`src/rtl/pmu_pkg.sv`:
```
// Shared definitions for the PMU result drain: default frame geometry,
// drain FSM states and the stream FIFO entry layout.
package pmu_pkg;

  localparam int NUM_LANES = 240;
  localparam int OUT_W     = 17;
  localparam int IDX_W     = 8;

  typedef enum logic [1:0] {
    IDLE,
    TRIG,
    DRAIN,
    FLUSH
  } state_t;

  typedef struct packed {
    logic [OUT_W-1:0] data;
    logic [IDX_W-1:0] lane;
    logic             last;
  } fifo_entry_t;

endpackage

```
`src/rtl/pmu_stream_fifo2.sv`:
```
// Two-entry valid/ready FIFO. The head entry is held in a register, so the
// output data comes straight from a flop and stays put while stalled.
module pmu_stream_fifo2 #(
  parameter int WIDTH = 26
) (
  input  logic             clk,
  input  logic             rst,
  input  logic             in_valid,
  output logic             in_ready,
  input  logic [WIDTH-1:0] in_data,
  output logic             out_valid,
  input  logic             out_ready,
  output logic [WIDTH-1:0] out_data
);

  logic [WIDTH-1:0] head;
  logic [WIDTH-1:0] tail;
  logic [1:0]       count;
  logic             push;
  logic             pop;

  assign out_valid = (count != 2'd0);
  assign out_data  = head;
  assign pop       = out_valid & out_ready;
  // A full FIFO still accepts when the head leaves in the same cycle.
  assign in_ready  = (count != 2'd2) | out_ready;
  assign push      = in_valid & in_ready;

  always_ff @(posedge clk) begin
    if (rst) begin
      count <= 2'd0;
      head  <= '0;
      tail  <= '0;
    end else begin
      case ({push, pop})
        2'b10: begin
          if (count == 2'd0) head <= in_data;
          else               tail <= in_data;
          count <= count + 2'd1;
        end
        2'b01: begin
          head  <= tail;
          count <= count - 2'd1;
        end
        2'b11: begin
          if (count == 2'd1) begin
            head <= in_data;
          end else begin
            head <= tail;
            tail <= in_data;
          end
        end
        default: begin
        end
      endcase
    end
  end

endmodule

```
`src/rtl/pmu_result_drain.sv`:
```
// Drains one frame of PMU wrapper results lane by lane into a 2-entry
// valid/ready stream, counting carry-out lanes and flagging protocol errors.
module pmu_result_drain #(
  parameter int NUM_LANES = pmu_pkg::NUM_LANES,
  parameter int OUT_W     = pmu_pkg::OUT_W,
  parameter int IDX_W     = pmu_pkg::IDX_W
) (
  input  logic             clk,
  input  logic             rst,
  input  logic             start,
  output logic             busy,
  output logic             compute_start,
  output logic             read_en,
  input  logic [OUT_W-1:0] w_dout,
  input  logic             w_valid,
  input  logic             w_done,
  output logic             m_valid,
  input  logic             m_ready,
  output logic [OUT_W-1:0] m_data,
  output logic [IDX_W-1:0] m_lane,
  output logic             m_last,
  output logic [IDX_W-1:0] ovf_count,
  output logic             frame_done,
  output logic             proto_err
);

  import pmu_pkg::*;

  typedef struct packed {
    logic [OUT_W-1:0] data;
    logic [IDX_W-1:0] lane;
    logic             last;
  } entry_t;

  state_t           state;
  state_t           state_next;
  logic [IDX_W-1:0] lane_cnt;
  logic             last_lane;
  logic             accept;
  logic             push;
  logic             fifo_in_ready;
  entry_t           in_entry;
  entry_t           out_entry;

  assign last_lane = (lane_cnt == IDX_W'(NUM_LANES - 1));
  assign accept    = (state == IDLE) & start;
  assign in_entry  = '{data: w_dout, lane: lane_cnt, last: last_lane};
  assign m_data    = out_entry.data;
  assign m_lane    = out_entry.lane;
  assign m_last    = out_entry.last;

  always_ff @(posedge clk) begin
    if (rst) state <= IDLE;
    else     state <= state_next;
  end

  always_comb begin
    state_next    = state;
    busy          = (state != IDLE);
    compute_start = 1'b0;
    push          = 1'b0;
    read_en       = 1'b0;
    frame_done    = 1'b0;
    case (state)
      IDLE: begin
        if (start) state_next = TRIG;
      end
      TRIG: begin
        compute_start = 1'b1;
        state_next    = DRAIN;
      end
      DRAIN: begin
        push = fifo_in_ready;
        // The wrapper pointer already sits on the final lane; never step past it.
        read_en = push & ~last_lane;
        if (push && last_lane) state_next = FLUSH;
      end
      FLUSH: begin
        if (!m_valid) begin
          frame_done = 1'b1;
          state_next = IDLE;
        end
      end
      default: state_next = IDLE;
    endcase
  end

  always_ff @(posedge clk) begin
    if (rst) begin
      lane_cnt  <= '0;
      ovf_count <= '0;
      proto_err <= 1'b0;
    end else if (accept) begin
      lane_cnt  <= '0;
      ovf_count <= '0;
      proto_err <= 1'b0;
    end else if (push) begin
      if (!last_lane)          lane_cnt  <= lane_cnt + 1'b1;
      if (w_dout[OUT_W-1])     ovf_count <= ovf_count + 1'b1;
      if (!w_valid || (w_done != last_lane)) proto_err <= 1'b1;
    end
  end

  pmu_stream_fifo2 #(
    .WIDTH($bits(entry_t))
  ) u_fifo (
    .clk       (clk),
    .rst       (rst),
    .in_valid  (state == DRAIN),
    .in_ready  (fifo_in_ready),
    .in_data   (in_entry),
    .out_valid (m_valid),
    .out_ready (m_ready),
    .out_data  (out_entry)
  );

endmodule

```
`config.mk`:
```
export PLATFORM = sky130hd
export DESIGN_NAME = pmu_result_drain
export DESIGN_NICKNAME = d
export VERILOG_FILES = /design/src/rtl/pmu_pkg.sv /design/src/rtl/pmu_stream_fifo2.sv /design/src/rtl/pmu_result_drain.sv
export SDC_FILE = /design/constraint.sdc
export NUM_CORES = 1
export LEC_CHECK = 0
export CORE_MARGIN = 4
export CORE_UTILIZATION = 52
export CTS_CLUSTER_SIZE = 12
export DETAILED_ROUTE_END_ITERATION = 8
export PLACE_DENSITY = 0.8
export SYNTH_ARGS = -nofsm -noshare
export SYNTH_HDL_FRONTEND = slang
export SYNTH_HIERARCHICAL = 1
export SYNTH_SLANG_ARGS = --single-unit
```
`constraint.sdc`:
```
create_clock -name clk -period 2.35 [get_ports clk]
set_input_delay 0.47 -clock clk [delete_from_list [all_inputs] [get_ports clk]]
set_output_delay 0.47 -clock clk [all_outputs]
set_load 0.005 [all_outputs]
```
# After elaboration in Yosys (flattened, before gate mapping)
# Index checks and enable logic that the tools add are counted.
[classes]
addsub = 4
eq_ne = 16
n_mux = 16
bitwise = 6
reduce_logical = 17
[ops]
columns = ["op", "n"]
rows = [
  ["$mux 26", 4],
  ["$pmux 26 s3", 1],
  ["$pmux 26 s2", 1],
  ["$add 8x1->8 const B", 2],
  ["$ne 2x2->1 const B", 6],
  ["$eq 2x2->1 const B", 4],
  ["$eq 8x8->1 const B", 1],
  ["$pmux 2 s4", 1],
  ["$reduce_and 2->1", 4],
  ["$reduce_bool 2->1", 4],
  ["$eq 2x1->1 const B", 3],
  ["$mux 2", 3],
  ["$reduce_and 3->1", 2],
  ["$mux 1", 5],
  ["$and 1x1->1", 4],
  ["$logic_not 2->1", 2],
  ["$pmux 2 s2", 1],
  ["$reduce_bool 3->1", 1],
  ["$add 2x1->2 const B", 1],
  ["$ne 2x1->1 const B", 1],
  ["$reduce_or 2->1", 1],
  ["$sub 2x1->2 const B", 1],
  ["$logic_and 1x1->1", 1],
  ["$logic_not 1->1", 1],
  ["4 further kinds", 4],
]
[totals]
reg_bits = 73
in_bits = 23
output_inout_bits = 40
word_cells = 66

# Logic depth before layout (Yosys ltp)
[logic_depth]
ltp_word = 6
ltp_mapped = 12
depth_no_buf = 10

# Cells and area by module
# The synthesis kept the hierarchy.
[by_module_without_submodules]
columns = ["module", "instances", "cells_per_inst", "area_each_um2", "seq_area_each_um2"]
rows = [
  ["pmu_stream_fifo2", 1, 233, 2374.8, 1081.0],
  ["pmu_result_drain", 1, 110, 967.2, 380.4],
]

# Worst setup path after synthesis
# No wires, ideal clock.
[synth_path]
path_type = "reg-to-reg"
start = "reg state[0]"
end = "reg u_fifo.head[6], in the netlist u_fifo/out_data[6]"
setup_ns = 0.132
arrival_ns = 2.004
t_required_ns = 2.218
path_slack_ns = 0.214
stages_incl_launch_ff = 12
n_path_buf = 2
period_less_slack_ns = 2.136
cell_sequence = "dfxtp_1 inv_1 ha_1 nand2_1 inv_1 ha_1 and2b_4 o21a_1 buf_6 buf_6 a221oi_2 nor3_1"
[synth_between]
elab_chain_cells = 5
elab_cells_between_ends = 9
classes_between = "eq/ne (5); mux (1); bitwise (1); reduce/logical (2)"
[synth_lines]
columns = ["element", "line_no", "source"]
rows = [
  ["from (decl)", "pmu_result_drain.sv:35", "state_t state;"],
  ["from (signal assigned)", "pmu_result_drain.sv:54", "else state <= state_next;"],
  ["$eq 2x2->1 (*)", "pmu_result_drain.sv:109", ".in_valid (state == DRAIN),"],
  ["$and 1x1->1 (*)", "pmu_stream_fifo2.sv:27", "assign push = in_valid & in_ready;"],
  ["$eq 2x2->1 / $eq 2x1->1 (equally long branches)", "pmu_stream_fifo2.sv:35", "case ({push, pop})"],
  ["$ne 2x1->1 (no source line) / $reduce_bool 3->1 (equally long branches)", "n/a", ""],
  ["$reduce_and 2->1 (no source line)", "n/a", ""],
  ["to (signal assigned)", "pmu_stream_fifo2.sv:37", "if (count == 2'd0) head <= in_data;"],
  ["to (signal assigned)", "pmu_stream_fifo2.sv:42", "head <= tail;"],
  ["to (signal assigned)", "pmu_stream_fifo2.sv:47", "head <= in_data;"],
  ["to (decl)", "pmu_stream_fifo2.sv:16", "logic [WIDTH-1:0] head;"],
]
# Mark *: on every way between the ends. The rest lies on a longest branch, timed or not.
# A chain may end at the register's enable or synchronous reset.

# Worst setup path in the final report
[layout_path]
start = "reg state[0]"
end = "reg u_fifo.head[0], in the netlist u_fifo/out_data[0]"
# The elaborated chain is that of the path after synthesis.

==> impl_metrics.py <==
metrics = {
    "status": {
        "status": "completed",
    },
    "finish": {
        "syn_to_final_growth_pct": 29.3,
        "nets": 450,
        "layoutNonFillerInstCount": 494,
        "multi_input_area_mm2": 0.00171,
        "seq_area_mm2": 0.00146,
        "n_fill_cell": 485,
        "fin_area_mm2": 0.00432,
        "antenna_cells": 0,
        "drive_gt1_share_pct": 16.0,
    },
    "timing": {
        "slew_violations": 0,
        "final.setup_skew_ns": 0.00951,
        "layout_worst_path_cycle_share_pct": 94.8,
        "tightest_slew_ns": 0.567,
        "setup_viol": 0,
        "rsz0062_at_grt": "false",
        "hold_violations": 0,
        "min_period_ns": 2.23,
        "max_clock_freq_ghz": 0.449,
        "slew_headroom_pct": 62.2,
    },
    "critical_path": {
        "cp-start-kind": "flip-flop",
        "required_ns": 2.55,
        "critical_path_arrival_ns": 2.42,
        "cp_max_fo": 26,
        "r2r-start": "state[0]",
        "worst_r2r_endpoint": "u_fifo/out_data[0]",
        "crit_type": "reg -> reg",
        "end_kind": "flip-flop",
        "r2r_setup_slack_ns": 0.12,
        "reg2reg_depth": 10,
    },
    "run": {
        "maxCapViolations": 0,
    },
    "routing": {
        "drc_errors": 0,
        "vias": 2720,
        "wl_um": 7320,
        "viasPerCell": 5.51,
        "avgRoutedWirePerCell_um": 14.8,
        "drt_iter0_markers": 136,
        "ant_nets": 0,
        "first_pass_iters": 4,
    },
    "placed_design": {
        "io_buffers": 62,
        "globalplace.congestion": 0.789,
        "dp_hpwl_um": 4890,
        "placedCellCount": 478,
        "place_area_mm2": 0.00412,
    },
    "synth": {
        "ys_seq_elements": 73,
        "yosys.cell_types.count": 44,
        "synthesis.area_mm2": 0.00334,
        "synth_edf_count": 0,
        "synth_fp_nets": 379,
        "synth_flop_cell": "dfxtp_1",
        "yosysSeqAreaShare_pct": 43.7,
        "syn_area_per_cell_um2": 9.74,
        "synthCells": 343,
        "async_reset_ff_share_pct": 0,
        "yosysWarnings": 6,
    },
    "hold_path": {
        "whs_path_depth": 2,
        "hp-class": "reg -> reg",
        "hold_end": "proto_err",
        "hp-start": "proto_err",
    },
    "die": {
        "dieHeight_um": 88.2,
        "rows": 28,
        "dieArea_mm2": 0.00777,
        "io_pins": 63,
        "die_x_um": 88.2,
        "core_mm2": 0.00606,
        "initial_core_util_pct": 55.1,
    },
    "global_routing": {
        "antenna_found_initial": 0,
        "grt.total_usage_pct": 20.0,
        "grt_max_degree": 57,
        "first_global_vias": 2716,
        "grt_pass1_wl_um": 12400,
        "grt_overflow": 0,
    },
    "cts": {
        "clock_path_buffers": 2,
        "cts_tree": "yes",
        "cts_buffers": 9,
        "cts-root-buf": "clkbuf_8",
        "insertion_delay_ns": 0.34,
        "cts_htree_levels": 3,
        "clk_pin_slew_worst_paths_ns": 0.07,
        "hold_buffers": 0,
        "clock-sinks": 73,
    },
    "power": {
        "cellPowerDensity_mw_per_mm2": 1250,
        "irDropWorstVdd_mv": 0.834,
        "power_leakage_nw": 1.89,
        "finalPower_w": 0.00539,
    },
}
==> kinds of logic (layout without fill, tap and decap cells) <==
group,Yosys count,count (layout),share of synthesized area [%]
compound gates,47,47,15.2
xor+xnor,14,14,3.67
fa+ha+maj,13,13,4.87
buf+inv,34,110,5.62
flops,73,73,43.7
mux,27,27,8.09
simple gates,135,135,18.8
==> critical path: stages, from the launching register on <==
cell and delay [ns]:
dfxtp_1 0.42, inv_1 0.10, ha_1 0.23, nand2_1 0.10
inv_1 0.06, ha_1 0.21, and2b_4 0.18, o21a_1 0.19
buf_12 0.18, a221oi_1 0.33, nor3_1 0.09
==> cells in the mapped netlist, types with 2 or more instances <==
cell      instances  share of area [%]
dfxtp_1          73                 44
nor2_1           69                7.7
nor3_1           30                4.5
mux2i_1          27                8.1
a221oi_2         20                9.0
ha_1             13                4.9
nand2_1          13                1.5
inv_1            10                1.1
clkbuf_1          9                1.0
xnor2_1           7                1.8
xor2_1            7                1.8
a221oi_1          6                1.6
a21oi_1           5               0.75
buf_4             5                1.1
buf_6             5                1.7
nand4_1           4               0.75
buf_2             3               0.45
nand3_1           3               0.45
o21ai_0           3               0.45
a211oi_1          2               0.45
and3_1            2               0.37
inv_2             2               0.22
nand2_2           2               0.37
nand2b_1          2               0.37
nor2b_1           2               0.37
==> repair_timing <==
item                                    in CTS  in global routing
hold endpoints to repair                     0                  0
resized for setup                            4                  0
endpoints found under the setup margin       1                  0
buffers inserted                             0                  0
==> power by group <==
group,switching [W],internal (W)
clock network,0.000435,0.000518
registers,0.000185,0.00155
logic,0.00135,0.00135
total,0.00197,0.00342
==> cell type report <==
class / count / area share [%]
clock inverter: 3 / 0.927
clock buffer: 13 / 3.45
timing repair buffer: 82 / 18.9
tap: 75 / 2.17
multi-input combinational: 236 / 39.6
inverter: 12 / 1.04
sequential: 73 / 33.9
==> sequential cells by signal, summed over array words and instances (netlist names) <==
| signal | cells |
|---|---|
| u_fifo/out_data | 26 |
| u_fifo/tail | 26 |
| lane_cnt | 8 |
| ovf_count | 8 |
| state | 2 |
| u_fifo/count | 2 |
| proto_err | 1 |
==> routing by layer <==
metal	share of wire, %	up-vias	global-route usage, %
li1	-	1350	-
met3	5.1	6	3.20
met5	0	-	0
met1	47	1301	26.4
met2	47	63	32.3
met4	1.2	0	8.65
==> stage by stage <==
stage	TNS (ns)	utilization [%]	hold WS, ns	setup slack (ns)
after floorplan	0	-	0.463	0.214
after global placement	-2.82	68.0	0.471	-0.0936
after detailed placement	-5.22	68.0	0.474	-0.188
after CTS	0	71.3	0.487	0.138
after global routing	0	71.3	0.516	0.0191
final	0	71.3	0.483	0.123
==> cell usage in the layout (no fill, tap or decap), types with 2 or more instances in the layout <==
master	instances
dfxtp_1	72
nor2_1	69
clkdlybuf4s50_1	60
nor3_1	30
mux2i_1	27
a221oi_2	20
buf_4	15
nand2_1	13
ha_1	13
inv_1	10
clkbuf_8	10
xnor2_1	7
xor2_1	7
a221oi_1	6
a21oi_1	5
nand4_1	4
buf_12	4
nand3_1	3
o21ai_0	3
clkbuf_1	3
nor2b_1	2
nand2_2	2
and3_1	2
a211oi_1	2
clkinv_2	2
inv_2	2
==> how the worst max path moves through the flow <==
| stage | slack (ns) | to | start |
|---|---|---|---|
| after floorplan | 0.21 | u_fifo/out_data[6] | state[0] |
| final | 0.12 | u_fifo/out_data[0] | state[0] |
| after global placement | -0.09 | u_fifo/out_data[22] | m_ready |
| after global routing | 0.02 | u_fifo/out_data[0] | u_fifo/count[1] |
| after CTS | 0.14 | read_en | state[0] |
| after detailed placement | -0.19 | u_fifo/out_data[25] | m_ready |
Power figures use the tool's default switching activity.
